[src/rtl/crtc_pkg.sv]
// Shared constants for the CRTC register file: bus decode addresses,
// register count, register index names and the per-register width table
// used when CRTC_REG_MASK_EN is defined.
package crtc_pkg;

   localparam logic [16:0] CRTC_ADDR_REG = 17'h0E880;
   localparam logic [16:0] CRTC_DATA_REG = 17'h0E881;

   localparam int NUM_REGS = 18;

   localparam int R_H_TOTAL      = 0;
   localparam int R_H_DISPLAYED  = 1;
   localparam int R_H_SYNC_POS   = 2;
   localparam int R_SYNC_WIDTH   = 3;
   localparam int R_V_TOTAL      = 4;
   localparam int R_V_TOTAL_ADJ  = 5;
   localparam int R_V_DISPLAYED  = 6;
   localparam int R_V_SYNC_POS   = 7;
   localparam int R_MODE         = 8;
   localparam int R_SCAN_LINE    = 9;
   localparam int R_CURSOR_START = 10;
   localparam int R_CURSOR_END   = 11;
   localparam int R_START_H      = 12;
   localparam int R_START_L      = 13;
   localparam int R_CURSOR_H     = 14;
   localparam int R_CURSOR_L     = 15;
   localparam int R_LPEN_H       = 16;
   localparam int R_LPEN_L       = 17;

   // Implemented-bit mask of each 6545 register; unknown indices hold nothing.
   function automatic logic [7:0] reg_mask(input int idx);
      logic [7:0] m;
      case (idx)
         R_H_TOTAL, R_H_DISPLAYED, R_H_SYNC_POS, R_SYNC_WIDTH: m = 8'hFF;
         R_V_TOTAL, R_V_DISPLAYED, R_V_SYNC_POS:               m = 8'h7F;
         R_V_TOTAL_ADJ:                                        m = 8'h1F;
         R_MODE:                                               m = 8'h03;
         R_SCAN_LINE:                                          m = 8'h1F;
         R_CURSOR_START:                                       m = 8'h7F;
         R_CURSOR_END:                                         m = 8'h1F;
         R_START_H, R_CURSOR_H:                                m = 8'h3F;
         R_START_L, R_CURSOR_L, R_LPEN_H, R_LPEN_L:            m = 8'hFF;
         default:                                              m = 8'h00;
      endcase
      return m;
   endfunction

endpackage

[src/rtl/crtc_reg_file_address_decoding.sv]
// CPU bus sub-decoder: flags any address in the $E880-$E8FF block
// (address/data ports mirrored every two bytes).
module address_decoding
   import crtc_pkg::*;
(
   input  logic [16:0] bus_addr,
   output logic        crtc_enable
);

   localparam logic [16:0] SEL_MASK = 17'h1FF80;

   assign crtc_enable = ((bus_addr & SEL_MASK) == (CRTC_ADDR_REG & SEL_MASK));

endmodule

[src/rtl/crtc_reg_file.sv]
// CRTC register file: CPU address/data ports, Pi read/write window and
// exported selection for the video timing logic.
// Optional macro CRTC_REG_MASK_EN masks stored values to 6545 widths.
module crtc_reg_file
   import crtc_pkg::*;
#(
   parameter logic [15:0] PI_BASE = 16'hE8E0
) (
   input  logic        clk16,
   input  logic        res_b,
   input  logic [16:0] bus_addr,
   input  logic [7:0]  bus_data_in,
   input  logic        cpu_write,
   input  logic [15:0] pi_addr,
   input  logic [7:0]  pi_data_in,
   input  logic        pi_read,
   input  logic        pi_write,
   output logic [7:0]  crtc_data_out,
   output logic        crtc_data_out_enable,
   output logic [4:0]  crtc_address_register,
   output logic [7:0]  crtc_r
);

   logic       crtc_select_s;
   logic       cpu_addr_wr_s;
   logic       cpu_data_wr_s;
   logic       pi_hit_s;
   logic [4:0] pi_index_s;
   logic       pi_rd_s;
   logic       pi_wr_s;
   logic [7:0] sel_val_s;
   logic [7:0] pi_val_s;
   logic [7:0] mask_s [NUM_REGS];

   logic [7:0] regs_r [NUM_REGS];
   logic [4:0] addr_reg_r;
   logic [7:0] data_out_r;

   address_decoding u_address_decoding (
      .bus_addr    (bus_addr),
      .crtc_enable (crtc_select_s)
   );

   assign cpu_addr_wr_s = cpu_write && crtc_select_s && !bus_addr[0];
   assign cpu_data_wr_s = cpu_write && crtc_select_s &&  bus_addr[0];
   assign pi_hit_s      = (pi_addr[15:5] == PI_BASE[15:5]);
   assign pi_index_s    = pi_addr[4:0];
   assign pi_rd_s       = pi_read  && pi_hit_s;
   assign pi_wr_s       = pi_write && pi_hit_s;

   // Per-register store mask: full byte unless width masking is built in.
   always_comb begin
      for (int i = 0; i < NUM_REGS; i++) begin
`ifdef CRTC_REG_MASK_EN
         mask_s[i] = reg_mask(i);
`else
         mask_s[i] = 8'hFF;
`endif
      end
   end

   // Read muxes for the CPU selection and the Pi index; out-of-range reads 0.
   always_comb begin
      sel_val_s = 8'h00;
      pi_val_s  = 8'h00;
      for (int i = 0; i < NUM_REGS; i++) begin
         if (addr_reg_r == 5'(i)) begin
            sel_val_s = regs_r[i];
         end else begin
            sel_val_s = sel_val_s;
         end
         if (pi_index_s == 5'(i)) begin
            pi_val_s = regs_r[i];
         end else begin
            pi_val_s = pi_val_s;
         end
      end
   end

   // Address register: CPU write to the even port selects a register.
   always_ff @(posedge clk16 or negedge res_b) begin
      if (!res_b) begin
         addr_reg_r <= 5'd0;
      end else if (cpu_addr_wr_s) begin
         addr_reg_r <= bus_data_in[4:0];
      end else begin
         addr_reg_r <= addr_reg_r;
      end
   end

   // Register array: CPU data write takes priority over a Pi write to the same slot.
   always_ff @(posedge clk16 or negedge res_b) begin
      if (!res_b) begin
         for (int i = 0; i < NUM_REGS; i++) begin
            regs_r[i] <= 8'h00;
         end
      end else begin
         for (int i = 0; i < NUM_REGS; i++) begin
            if (cpu_data_wr_s && (addr_reg_r == 5'(i))) begin
               regs_r[i] <= bus_data_in & mask_s[i];
            end else if (pi_wr_s && (pi_index_s == 5'(i))) begin
               regs_r[i] <= pi_data_in & mask_s[i];
            end else begin
               regs_r[i] <= regs_r[i];
            end
         end
      end
   end

   // Pi read-back latch: captures the pre-write value and holds until the next read.
   always_ff @(posedge clk16 or negedge res_b) begin
      if (!res_b) begin
         data_out_r <= 8'h00;
      end else if (pi_rd_s) begin
         data_out_r <= pi_val_s;
      end else begin
         data_out_r <= data_out_r;
      end
   end

   assign crtc_data_out         = data_out_r;
   assign crtc_data_out_enable  = pi_hit_s;
   assign crtc_address_register = addr_reg_r;
   assign crtc_r                = sel_val_s;

endmodule

[config.mk]
export PLATFORM = sky130hd
export DESIGN_NAME = crtc_reg_file
export DESIGN_NICKNAME = d
export VERILOG_FILES = /design/src/rtl/crtc_pkg.sv /design/src/rtl/crtc_reg_file_address_decoding.sv /design/src/rtl/crtc_reg_file.sv
export SDC_FILE = /design/constraint.sdc
export NUM_CORES = 1
export LEC_CHECK = 0
export BUFFER_PORTS_ARGS = -buffer_cell sky130_fd_sc_hd__buf_2
export CORE_MARGIN = 2
export CORE_UTILIZATION = 35
export CTS_BUF_LIST = sky130_fd_sc_hd__clkbuf_16
export DETAILED_ROUTE_END_ITERATION = 8
export PLACE_DENSITY_LB_ADDON = 0.12
export SYNTH_ARGS = -nofsm -noshare
export SYNTH_HDL_FRONTEND = slang
export SYNTH_SLANG_ARGS = --single-unit
[constraint.sdc]
create_clock -name clk16 -period 6.92 [get_ports clk16]
set_clock_uncertainty 0.2 [all_clocks]
set_input_delay 2.076 -clock clk16 [delete_from_list [all_inputs] [get_ports clk16]]
set_output_delay 2.076 -clock clk16 [all_outputs]
set_load 0.03 [all_outputs]
==> flow_metrics.tcl <==
set metrics [dict create \
    avgSynthCellArea_um2 8.827 \
    post_dp_cell_area_um2 11200 \
    crit_type "reg -> out" \
    dp_hpwl_mm 31.30 \
    syn-num-nets 1274 \
    r2r_cells 5 \
    status "finished clean" \
    vias 9801 \
    avgRoutedWirePerCell_um 27.44 \
    drc 0 \
    multi_input_area_um2 6286 \
    drive_gt1_share_pct 13.63 \
    rows 64 \
    start_util_pct 35.39 \
    ys_ff_latch 157 \
    cts.sinks 157 \
    wirelength_mm 44.49 \
    finalHoldViolations 0 \
    die_h_um 179.4 \
    viasPerCell 6.046 \
    h-tree-depth 4 \
    core_area_um2 30430 \
    rr_startpoint "crtc_address_register[3]$_DFFE_PN0P_" \
    cpPeakStageDelay_ns 0.64 \
    crit_arrival_ns 3.48 \
    hold_end "crtc_data_out[1]$_DFFE_PN0P_" \
    max_freq_mhz 173.6 \
    grt_overflow 0 \
    p_per_area_nw_per_um2 178.3 \
    synth_ff_type "dfrtp_1" \
    hold_path_class "reg -> reg" \
    detail-route-antenna-nets 0 \
    layout.filler_cells 3233 \
    fin_nets 1266 \
    netlist_instances 1220 \
    die-width_um 179.4 \
    grt_pass1_vias 9114 \
    ys_async_sr_fraction_pct 100.0 \
    grt_max_degree 93 \
    fin_util_pct 38.79 \
    drt_pre_antenna_iters 7 \
    holdCritStartpoint "crtc_data_out[1]$_DFFE_PN0P_" \
    rsz0062_at_grt "no" \
    ctsResizeCount 0 \
    irDropWorstVdd_mv 0.1637 \
    ys.warnings.count 0 \
    period_minus_slack_ns 5.759 \
    seq_area_frac_synth_pct 36.48 \
    setup_viol 0 \
    regArea_um2 3929 \
    diodes 0 \
    grt_pass1_wl_mm 65.24 \
    yosys.cell_types.count 83 \
    p_leak_nw 4.911 \
    worst-r2r-setup-slack_ns 3.90 \
    cp_cell_sequence "buf_4 > nor4_1 > a22oi_1 > a2bb2oi_1 > o221ai_1 > a21oi_1 > o32a_1 > buf_2" \
    grt_util_all_layers_pct 27.61 \
    fin_crit_sh_pct 83.22 \
    cts_tree "yes" \
    final_common_cell "mux2i_1" \
    crit_buf_inv 2 \
    path_clk_slew_ns 0.07 \
    tns_ns 0 \
    cts-buffers-inserted 17 \
    synthToLayoutAreaGrowth_pct 9.608 \
    relSlewSlack_pct 38.53 \
    final_cell_mix "mux2i_1, dfrtp_1, nor2_1, a21oi_1, nand2_1" \
    first_iter_violations 1074 \
    cp_max_fo 25 \
    crit_family "compound AO/OA/AOI/OAI gates" \
    r2r-end "regs_r[29]$_DFFE_PN0P_" \
    hold_ws_ns 0.2805 \
    gp_congestion 0.9814 \
    place_ws_ns 1.485 \
    start_kind "flip-flop" \
    worst_pin_slew_ns 0.9202 \
    cts_root_buf "clkbuf_16" \
    clock_latency_ns 0.46 \
    cts_setup_buffers 0 \
    clk_path_buf_depth 2 \
    antenna_found_initial 0 \
    max_cap_violations 0 \
    final.setup.worst_slack_ns 1.161 \
    holdPathStages 2 \
    io_buffers 69 \
    drv_slew 0 \
    design_area_um2 11800 \
    die-area_um2 32190 \
    netlist_area_um2 10770 \
    cts_hold_buffers 0 \
    cp-end-kind "output pin" \
    synth_edf_count 0 \
    slowest_stage "nor4_1" \
    pin_count 76 \
    crit_required_ns 4.64 \
]
power by group:
group	switching, W	internal, W	total [W]
clock network	0.000450	0.000545	0.000994
registers	0.00000251	0.000918	0.000921
logic	0.000145	0.0000448	0.000190
total	0.000597	0.00151	0.00210
area by class of cell:
class / count / share of cell area (%)
multi-input combinational: 947 / 53.25
sequential: 157 / 33.28
tap: 396 / 4.198
timing repair buffer: 82 / 3.911
clock buffer: 17 / 3.604
clock inverter: 15 / 1.526
inverter: 7 / 0.2226
Yosys cell counts, drive strengths merged, types with 4 or more instances:
cell	instances	area, µm²
a211oi	17	127.6
a21o	5	37.54
a21oi	152	760.7
a221oi	11	102.6
a22o	5	43.79
a22oi	18	135.1
a2bb2oi	6	52.55
a31oi	9	56.30
a32oi	7	61.31
and3	10	62.56
and3b	7	61.31
buf	59	340.3
clkbuf	50	187.7
dfrtp	157	3929
inv	6	22.52
mux2	12	135.1
mux2i	165	1652
nand2	87	341.6
nand2b	13	81.33
nand3	17	90.09
nand3b	9	71.32
nand4	4	40.04
nor2	165	686.9
nor2b	19	118.9
nor3	27	230.2
nor3b	4	40.03
nor4	8	80.08
o211ai	9	67.56
o21ai	64	320.3
o221ai	10	87.58
o22ai	23	143.9
or3	6	42.54
or3b	5	46.29
metrics by stage:
step	cells	total power [W]
2_1_floorplan	1220	0.001039
3_3_place_gp	1589	0.001127
3_5_place_dp	1589	0.001126
4_1_cts	1621	0.002128
5_1_grt	1621	0.002177
6_report	1621	0.002105
flip-flops by register name (all words and copies together) (netlist names):
name                   count
regs_r                   144
crtc_address_register      5
crtc_data_out              8
worst min-delay path, cell delays in order (launching register included):
cell,delay [ns]
dfrtp_1,0.34
nand2_1,0.05
o21ai_1,0.06
per-layer routing:
| metal | vias up | GRT usage, % | routed length (µm) |
|---|---|---|---|
| met5 | - | 0 | 0 |
| met4 | 0 | 9.593 | 1148 |
| met3 | 60 | 5.126 | 3243 |
| met2 | 433 | 39.02 | 19010 |
| met1 | 4835 | 41.82 | 21090 |
| li1 | 4473 | - | - |
logic make-up after synthesis:
logic type / count (synthesis) / share of synthesized area, %
AND/OR/NAND/NOR: 397 / 19.83
AO/OA/AOI/OAI: 370 / 21.32
multiplexers: 180 / 17.22
flip-flops: 157 / 36.48
buffers and inverters: 116 / 5.147
worst max-delay path by stage:
stage                                         start                    to  depth (start not counted)  slack [ns]
3_3_place_gp                            pi_addr[10]  crtc_data_out_enable                          4        1.51
2_1_floorplan                           pi_addr[12]  crtc_data_out_enable                          3        1.71
4_1_cts        crtc_address_register[2]$_DFFE_PN0P_             crtc_r[7]                          7        1.21
6_report       crtc_address_register[2]$_DFFE_PN0P_             crtc_r[6]                          8        1.16
5_1_grt        crtc_address_register[2]$_DFFE_PN0P_             crtc_r[1]                          8        1.05
3_5_place_dp                            pi_addr[10]  crtc_data_out_enable                          4        1.49
Power figures use the tool's default switching activity.
